**src/rtl/uart_receiver_if.sv**
```systemverilog
// Receive-side handshake bundle between uart_receiver and its consumer.
// master = receiver (drives data/status, takes ack); slave = consumer.
interface uart_receiver_if;
  logic [7:0] rx_data_p;
  logic       rx_valid_p;
  logic       rx_ack_p;
  logic       frame_error_p;
  logic       overrun_p;

  modport master (
    output rx_data_p,
    output rx_valid_p,
    output frame_error_p,
    output overrun_p,
    input  rx_ack_p
  );

  modport slave (
    input  rx_data_p,
    input  rx_valid_p,
    input  frame_error_p,
    input  overrun_p,
    output rx_ack_p
  );
endinterface

```
**src/rtl/uart_receiver.sv**
```systemverilog
// 8N1 UART receive stage: oversampled mid-cell sampling, valid/ack delivery,
// framing-error and overrun pulses.
module uart_receiver #(
  parameter int unsigned OVERSAMPLE = 16
) (
  input  logic            clk210_p,
  input  logic            reset_n_p,
  input  logic            baud_os_p,
  input  logic            rx_p,
  uart_receiver_if.master rx_bus
);

  localparam int unsigned TICK_W = $clog2(OVERSAMPLE);
  localparam logic [TICK_W-1:0] MID  = TICK_W'(OVERSAMPLE / 2 - 1);
  localparam logic [TICK_W-1:0] LAST = TICK_W'(OVERSAMPLE - 1);

  typedef enum logic [2:0] {
    IDLE,
    START,
    DATA,
    STOP,
    BRK_WAIT
  } state_t;

  state_t            state;
  state_t            state_nxt;
  logic              rx_meta;
  logic              rx_s;
  logic [1:0]        settle_cnt;
  logic [TICK_W-1:0] tick_cnt;
  logic [2:0]        bit_cnt;
  logic [7:0]        shift_q;

  logic              tick_en_c;
  logic              tick_clr_c;
  logic              shift_c;
  logic              deliver_c;
  logic              frame_err_c;
  logic              first_sample_c;

  // Two-stage synchronizer; idles high so reset never looks like a start edge.
  always_ff @(posedge clk210_p or negedge reset_n_p) begin
    if (!reset_n_p) begin
      rx_meta <= 1'b1;
      rx_s    <= 1'b1;
    end else begin
      rx_meta <= rx_p;
      rx_s    <= rx_meta;
    end
  end

  // rx_s first reflects the real line two clks after reset release.
  always_ff @(posedge clk210_p or negedge reset_n_p) begin
    if (!reset_n_p) begin
      settle_cnt <= 2'd0;
    end else if (settle_cnt != 2'd3) begin
      settle_cnt <= settle_cnt + 2'd1;
    end
  end

  assign first_sample_c = (settle_cnt == 2'd2);

  always_ff @(posedge clk210_p or negedge reset_n_p) begin
    if (!reset_n_p) begin
      state <= IDLE;
    end else begin
      state <= state_nxt;
    end
  end

  always_comb begin
    state_nxt   = state;
    tick_clr_c  = 1'b0;
    shift_c     = 1'b0;
    deliver_c   = 1'b0;
    frame_err_c = 1'b0;
    tick_en_c   = baud_os_p && ((state == START) || (state == DATA) || (state == STOP));
    case (state)
      IDLE: begin
        // A line already low right after reset is a break, not a start bit.
        if (!rx_s) begin
          tick_clr_c = 1'b1;
          state_nxt  = first_sample_c ? BRK_WAIT : START;
        end
      end
      START: begin
        if (baud_os_p && (tick_cnt == MID)) begin
          if (!rx_s) begin
            tick_clr_c = 1'b1;
            state_nxt  = DATA;
          end else begin
            state_nxt = IDLE;
          end
        end
      end
      DATA: begin
        if (baud_os_p && (tick_cnt == LAST)) begin
          shift_c = 1'b1;
          if (bit_cnt == 3'd7) begin
            state_nxt = STOP;
          end
        end
      end
      STOP: begin
        if (baud_os_p && (tick_cnt == LAST)) begin
          if (rx_s) begin
            deliver_c = 1'b1;
            state_nxt = IDLE;
          end else begin
            frame_err_c = 1'b1;
            state_nxt   = BRK_WAIT;
          end
        end
      end
      BRK_WAIT: begin
        if (rx_s) begin
          state_nxt = IDLE;
        end
      end
      default: state_nxt = IDLE;
    endcase
  end

  // Bit-timing counters and shift register.
  always_ff @(posedge clk210_p or negedge reset_n_p) begin
    if (!reset_n_p) begin
      tick_cnt <= '0;
      bit_cnt  <= 3'd0;
      shift_q  <= 8'h00;
    end else begin
      if (tick_clr_c) begin
        tick_cnt <= '0;
      end else if (tick_en_c) begin
        tick_cnt <= tick_cnt + TICK_W'(1);
      end
      if (tick_clr_c) begin
        bit_cnt <= 3'd0;
      end else if (shift_c) begin
        bit_cnt <= bit_cnt + 3'd1;
      end
      if (shift_c) begin
        shift_q <= {rx_s, shift_q[7:1]};
      end
    end
  end

  // Delivery beats a same-cycle ack: the fresh byte stays valid.
  always_ff @(posedge clk210_p or negedge reset_n_p) begin
    if (!reset_n_p) begin
      rx_bus.rx_data_p     <= 8'h00;
      rx_bus.rx_valid_p    <= 1'b0;
      rx_bus.frame_error_p <= 1'b0;
      rx_bus.overrun_p     <= 1'b0;
    end else begin
      rx_bus.frame_error_p <= frame_err_c;
      rx_bus.overrun_p     <= deliver_c && rx_bus.rx_valid_p && !rx_bus.rx_ack_p;
      if (deliver_c) begin
        rx_bus.rx_data_p  <= shift_q;
        rx_bus.rx_valid_p <= 1'b1;
      end else if (rx_bus.rx_ack_p) begin
        rx_bus.rx_valid_p <= 1'b0;
      end
    end
  end

endmodule

```
**src/flat_wrapper.sv**
```systemverilog
// flat-port wrapper written by rule: the top's interface ports become plain ports
module uart_receiver_flat 
#(
  parameter int unsigned OVERSAMPLE = 16
)
  (clk210_p, reset_n_p, baud_os_p, rx_p, rx_bus_rx_data_p, rx_bus_rx_valid_p, rx_bus_frame_error_p, rx_bus_overrun_p, rx_bus_rx_ack_p);
  uart_receiver_if rx_bus_i ();
  input  logic clk210_p;
  input  logic reset_n_p;
  input  logic baud_os_p;
  input  logic rx_p;
  output wire logic [$bits(rx_bus_i.rx_data_p)-1:0] rx_bus_rx_data_p;
  output wire logic [$bits(rx_bus_i.rx_valid_p)-1:0] rx_bus_rx_valid_p;
  output wire logic [$bits(rx_bus_i.frame_error_p)-1:0] rx_bus_frame_error_p;
  output wire logic [$bits(rx_bus_i.overrun_p)-1:0] rx_bus_overrun_p;
  input wire logic [$bits(rx_bus_i.rx_ack_p)-1:0] rx_bus_rx_ack_p;
  assign rx_bus_rx_data_p = rx_bus_i.rx_data_p;
  assign rx_bus_rx_valid_p = rx_bus_i.rx_valid_p;
  assign rx_bus_frame_error_p = rx_bus_i.frame_error_p;
  assign rx_bus_overrun_p = rx_bus_i.overrun_p;
  assign rx_bus_i.rx_ack_p = rx_bus_rx_ack_p;
  uart_receiver #(.OVERSAMPLE(OVERSAMPLE)) u_core (.clk210_p(clk210_p), .reset_n_p(reset_n_p), .baud_os_p(baud_os_p), .rx_p(rx_p), .rx_bus(rx_bus_i));
endmodule
```
**config.mk**
```make
export PLATFORM = sky130hd
export DESIGN_NAME = uart_receiver_flat
export DESIGN_NICKNAME = d
export VERILOG_FILES = /design/src/rtl/uart_receiver_if.sv /design/src/rtl/uart_receiver.sv /design/src/flat_wrapper.sv
export SDC_FILE = /design/constraint.sdc
export NUM_CORES = 1
export LEC_CHECK = 0
export CELL_PAD_IN_SITES_DETAIL_PLACEMENT = 1
export CELL_PAD_IN_SITES_GLOBAL_PLACEMENT = 2
export CORE_MARGIN = 2
export CORE_UTILIZATION = 30
export DETAILED_ROUTE_END_ITERATION = 6
export HOLD_SLACK_MARGIN = 0.12
export PLACE_DENSITY = 0.68
export SLEW_MARGIN = 0
export SYNTH_ARGS = -nofsm -noshare
export SYNTH_HDL_FRONTEND = slang
export SYNTH_SLANG_ARGS = --single-unit
```
**constraint.sdc**
```tcl
create_clock -name clk210_p -period 2.1 [get_ports clk210_p]
set_input_delay 0.315 -clock clk210_p [delete_from_list [all_inputs] [get_ports clk210_p]]
set_output_delay 0.315 -clock clk210_p [all_outputs]
set_load 0.005 [all_outputs]
```
After elaboration in Yosys (flattened, before gate mapping)
Index checks and enable logic that the tools add are counted.
{"block": "op_classes", "n_reduce_logical": 13, "n_addsub": 3, "eq_ne": 15, "n_mux": 26}
{"cell": "$mux 3", "n": 10}
{"cell": "$pmux 3 s5", "n": 1}
{"cell": "$ne 2x2->1 const B", "n": 6}
{"cell": "$mux 1", "n": 11}
{"cell": "$mux 4", "n": 2}
{"cell": "$eq 3x2->1 const B", "n": 2}
{"cell": "$eq 3x3->1 const B", "n": 2}
{"cell": "$reduce_and 6->1", "n": 1}
{"cell": "$reduce_bool 2->1", "n": 3}
{"cell": "$logic_and 1x1->1", "n": 5}
{"cell": "$add 4x1->4 const B", "n": 1}
{"cell": "$eq 4x3->1 const B", "n": 1}
{"cell": "$eq 4x4->1 const B", "n": 1}
{"cell": "$add 3x1->3 const B", "n": 1}
{"cell": "$eq 3x1->1 const B", "n": 1}
{"cell": "$logic_not 3->1", "n": 1}
{"cell": "$add 2x1->2 const B", "n": 1}
{"cell": "$eq 2x2->1 const B", "n": 1}
{"cell": "$logic_or 1x1->1", "n": 2}
{"cell": "$mux 2", "n": 1}
{"cell": "$ne 2x1->1 const B", "n": 1}
{"cell": "$pmux 1 s2", "n": 1}
{"cell": "$logic_not 1->1", "n": 1}
{"block": "totals", "word_cells": 68, "input_bits": 5, "regBits": 33}

Logic depth before layout (Yosys ltp)
{"block": "depth", "word_depth": 6, "depth_mapped": 5}

Worst setup path after synthesis
No wires, ideal clock.
{"block": "synth_path", "kind": "register to register", "start": "reg u_core.tick_cnt[0]", "end": "reg u_core.rx_bus.rx_data_p[0]", "required_time_ns": 1.975, "slack_ns": 0.299, "period_less_slack_ns": 1.801, "stages_incl_launch_ff": 6, "arrival_time_ns": 1.676, "cell_sequence": "dfrtp_1 ha_1 nand4_1 or4_1 buf_6 mux2_4"}
{"block": "synth_between", "elab_chain_len": 4}
{"element": "start, declared", "line": "uart_receiver.sv:30", "source": "logic [TICK_W-1:0] tick_cnt;"}
{"element": "start signal, assigned", "line": "uart_receiver.sv:134", "source": "tick_cnt <= tick_cnt + TICK_W'(1);"}
{"element": "$eq 4x4->1", "line": "uart_receiver.sv:105", "source": "if (baud_os_p && (tick_cnt == LAST)) begin"}
{"element": "$logic_and 1x1->1", "line": "uart_receiver.sv:105"}
{"element": "$mux 1", "line": "uart_receiver.sv:105"}
{"element": "$mux 1", "line": "uart_receiver.sv:78", "source": "case (state)"}
{"element": "end signal, assigned", "line": "uart_receiver.sv:158", "source": "rx_bus.rx_data_p <= shift_q;"}
{"element": "end, declared", "line": "uart_receiver_if.sv:11", "source": "output rx_data_p,"}
No other way between the ends.
A chain may end at the register's enable or synchronous reset.

Worst setup path after layout
{"block": "layout_path", "start": "reg u_core.tick_cnt[0]", "end": "reg u_core.rx_bus.rx_data_p[7]"}
Same word-level chain as after synthesis.

==> flow_summary_export.csv <==
group,metric,value,unit
run_status,status,"complete, no violations",
sta,period_share,90.21,%
place,pre_cts_slack,0.04456,ns
clock_tree,cts_max_path_buffers,2,
sta,fin_ws,0.2056,ns
layout,antennaDiodeCount,0,
pwr,finalPower,1449,uW
sta,clock_skew,0.003905,ns
sta,slew_viol_final,0,
pwr,powerDensity,812.6,nW/um^2
worst_setup_path,crit_chain,"ha_1 > nand4_1 > or4_1 > buf_4 > mux2_4",
die,num_rows,25,
worst_setup_path,worstSetupStartpoint,"u_core.tick_cnt[0]$_DFFE_PN0P_",
layout,fin_area,1783,um^2
sta,finalSetupViolCount,0,
synthesis,syn-instance-count,116,
layout,nFillCells,503,
detailed_routing,postRouteAntennaNets,0,
layout,nets,150,
synthesis,synth_cell_types,31,
worst_setup_path,crit_required,2.27,ns
grt,groute.usage.overall,12.22,%
worst_setup_path,r2r_start,"u_core.tick_cnt[0]$_DFFE_PN0P_",
synthesis,syn_area_per_cell,12.56,um^2
grt,grt_pass1_vias,1024,
sta,timing.slew.headroom,67.21,%
layout,final_common_cell,"dfrtp_1",
place,gp_congestion,0.7667,
die,core,4692,um^2
sta,clock.fmax,527.9,MHz
clock_tree,clkTransAtPathRegs,0.07,ns
die,die_h,73.68,um
clock_tree,cts_tree,"built",
die,dieWidth,73.68,um
clock_tree,cts_root_buffer,"clkbuf_8",
worst_setup_path,worstPathMaxFanout,9,
detailed_routing,drc_errors,0,
synthesis,yosys-top-cells-area,"dfrtp_1, mux2_4, mux2_2",
min_path,worstHoldStart,"u_core.rx_meta$_DFF_PN1_",
worst_setup_path,r2r_cells,5,
detailed_routing,vias,1000,
worst_setup_path,r2r_setup_slack,0.21,ns
detailed_routing,drt_wl_total,2.698,mm
place,place_inst,187,
worst_setup_path,worstSetupPathType,"flop to flop",
min_path,hold_class,"flop to flop",
worst_setup_path,crit_path_end,"u_core.rx_bus.rx_data_p[7]$_DFFE_PN0P_",
pwr,p_leak,0.0008308,uW
detailed_routing,drt-initial-drc-count,29,
worst_setup_path,slowest_stage,"or4_1",
synthesis,ys_warn_count,0,
clock_tree,clock_sinks,33,
layout,area_delta_synth_final,22.42,%
grt,grt_pass1_wl,4.892,mm
synthesis,syn-cell-area,1456,um^2
synthesis,ys_seq_area_share,56.87,%
detailed_routing,vias_per_cell,5.128,
pwr,irDropWorstVdd,0.3407,mV
grt,overflow,0,
place,hpwl,1.921,mm
sta,rsz0062_at_grt,"false",
detailed_routing,drt-pass1-iter-count,4,
detailed_routing,wl_per_cell,13.84,um
clock_tree,h-tree-depth,2,
worst_setup_path,cpPeakStageDelay,0.48,ns
worst_setup_path,worst_ep_arrival_time,2.07,ns
layout,fin_cells,195,
layout,layout_common_cells,"dfrtp_1, clkdlybuf4s50_1, o21ai_0, a21oi_1, mux2_4",
run,maxCapViolCount,0,
die,initial_utilization,31.04,%
worst_setup_path,critPathLaunchType,"flop",
place,placed_area,1697,um^2
clock_tree,insertion_delay,0.29,ns
clock_tree,ctsResizeCount,0,
sta,tightestPinTransition,0.4900,ns
die,dieArea,5428,um^2
clock_tree,ctsHoldBuffers,0,
synthesis,syn_nets,126,
grt,grt_max_degree,34,
clock_tree,numCtsBuffers,5,
grt,antenna_found_initial,0,
die,io_pins,16,
sta,fin_setup_tns,0,ns
clock_tree,post_cts_buffers,0,
worst_setup_path,end_kind,"flop",
layout,drive_gt1_share,24.11,%
synthesis,synth_top_area_cell,"dfrtp_1",
worst_setup_path,timing.rr.end,"u_core.rx_bus.rx_data_p[7]$_DFFE_PN0P_",
sta,min_period,1.894,ns
synthesis,synth_top_area_share,53.26,%
sta,hold_violations,0,
place,numPortBuffers,15,
synthesis,ys_ff_latch,33,
flip-flops by register name, summed over array words and instances, names as in the netlist:
register,count
u_core.state,3
u_core.bit_cnt,3
u_core.rx_bus.frame_error_p,1
u_core.rx_meta,1
u_core.settle_cnt,2
u_core.rx_s,1
u_core.tick_cnt,4
u_core.rx_bus.rx_valid_p,1
u_core.shift_q,8
u_core.rx_bus.overrun_p,1
u_core.rx_bus.rx_data_p,8
how the worst min path moves through the flow:
| stage | to | slack, ns | depth (start not counted) |
|---|---|---|---|
| after floorplan | u_core.bit_cnt[0]$_DFFE_PN0P_ | 0.02 | 0 |
| after global placement | u_core.rx_s$_DFF_PN1_ | 0.35 | 0 |
| after detailed placement | u_core.rx_s$_DFF_PN1_ | 0.35 | 0 |
| after CTS | u_core.rx_s$_DFF_PN1_ | 0.36 | 0 |
| after global routing | u_core.rx_s$_DFF_PN1_ | 0.37 | 0 |
| final | u_core.rx_s$_DFF_PN1_ | 0.36 | 0 |
logic make-up after synthesis:
| logic type | count (synthesis) | share of synthesized area [%] |
|---|---|---|
| XOR/XNOR | 1 | 0.6015 |
| adder cells (fa/ha/maj) | 5 | 4.296 |
| buffers and inverters | 7 | 2.319 |
| flip-flops | 33 | 56.87 |
| multiplexers | 15 | 13.66 |
| AO/OA/AOI/OAI | 24 | 9.364 |
| AND/OR/NAND/NOR | 31 | 12.89 |
power breakdown:
part / total [uW] / leakage, uW / switching [uW] / internal (uW)
clock: 476 / 0.0000439 / 247 / 229
combinational: 199 / 0.000356 / 96.4 / 103
sequential: 774 / 0.000431 / 82.8 / 691
total: 1450 / 0.000831 / 426 / 1020
final cells by class:
type / count / area, um^2 / area share [%]
tap: 54 / 67.56 / 3.789
clock inverter: 3 / 17.52 / 0.9825
inverter: 3 / 11.26 / 0.6316
timing repair buffer: 21 / 195.2 / 10.95
multi-input combinational: 76 / 594.3 / 33.33
sequential: 33 / 828.3 / 46.46
clock buffer: 5 / 68.82 / 3.860
metal layers:
| metal | vias to the layer above | wire [um] | track usage, % |
|---|---|---|---|
| li1 | 473 | - | - |
| met1 | 499 | 1223 | 14.73 |
| met2 | 20 | 1291 | 19.44 |
| met3 | 8 | 116 | 3.704 |
| met4 | 0 | 68 | 6.667 |
| met5 | - | 0 | 0 |
cell usage after synthesis (all sizes together):
master / instances
a2111oi: 1
a211oi: 1
a21oi: 9
a31oi: 1
and3: 1
and4bb: 1
buf: 1
clkbuf: 3
dfrtp: 31
dfstp: 2
ha: 5
inv: 3
mux2: 15
nand2: 4
nand2b: 3
nand3: 4
nand4: 2
nand4b: 1
nand4bb: 1
nor2: 4
nor3: 1
nor4: 1
o21a: 1
o21ai: 9
o31ai: 2
or2: 1
or3: 3
or3b: 1
or4: 3
xnor2: 1
worst max-delay path: cells and delay by family, from the launching register on:
| kind | cells | cell delay [ns] |
|---|---|---|
| and+or+nand+nor | 2 | 0.63 |
| DFF | 1 | 0.39 |
| muxes | 1 | 0.30 |
| adders and majority gates | 1 | 0.25 |
| buffers and inverters | 1 | 0.21 |
metrics by stage:
stage	hold WS, ns	utilization [%]
CTS	0.3589	38.00
finish	0.3594	38.00
global route	0.3660	38.00
global placement	0.3458	36.16
detailed placement	0.3482	36.16
floorplan	0.01941	-
(Power assumes the default switching activity.)
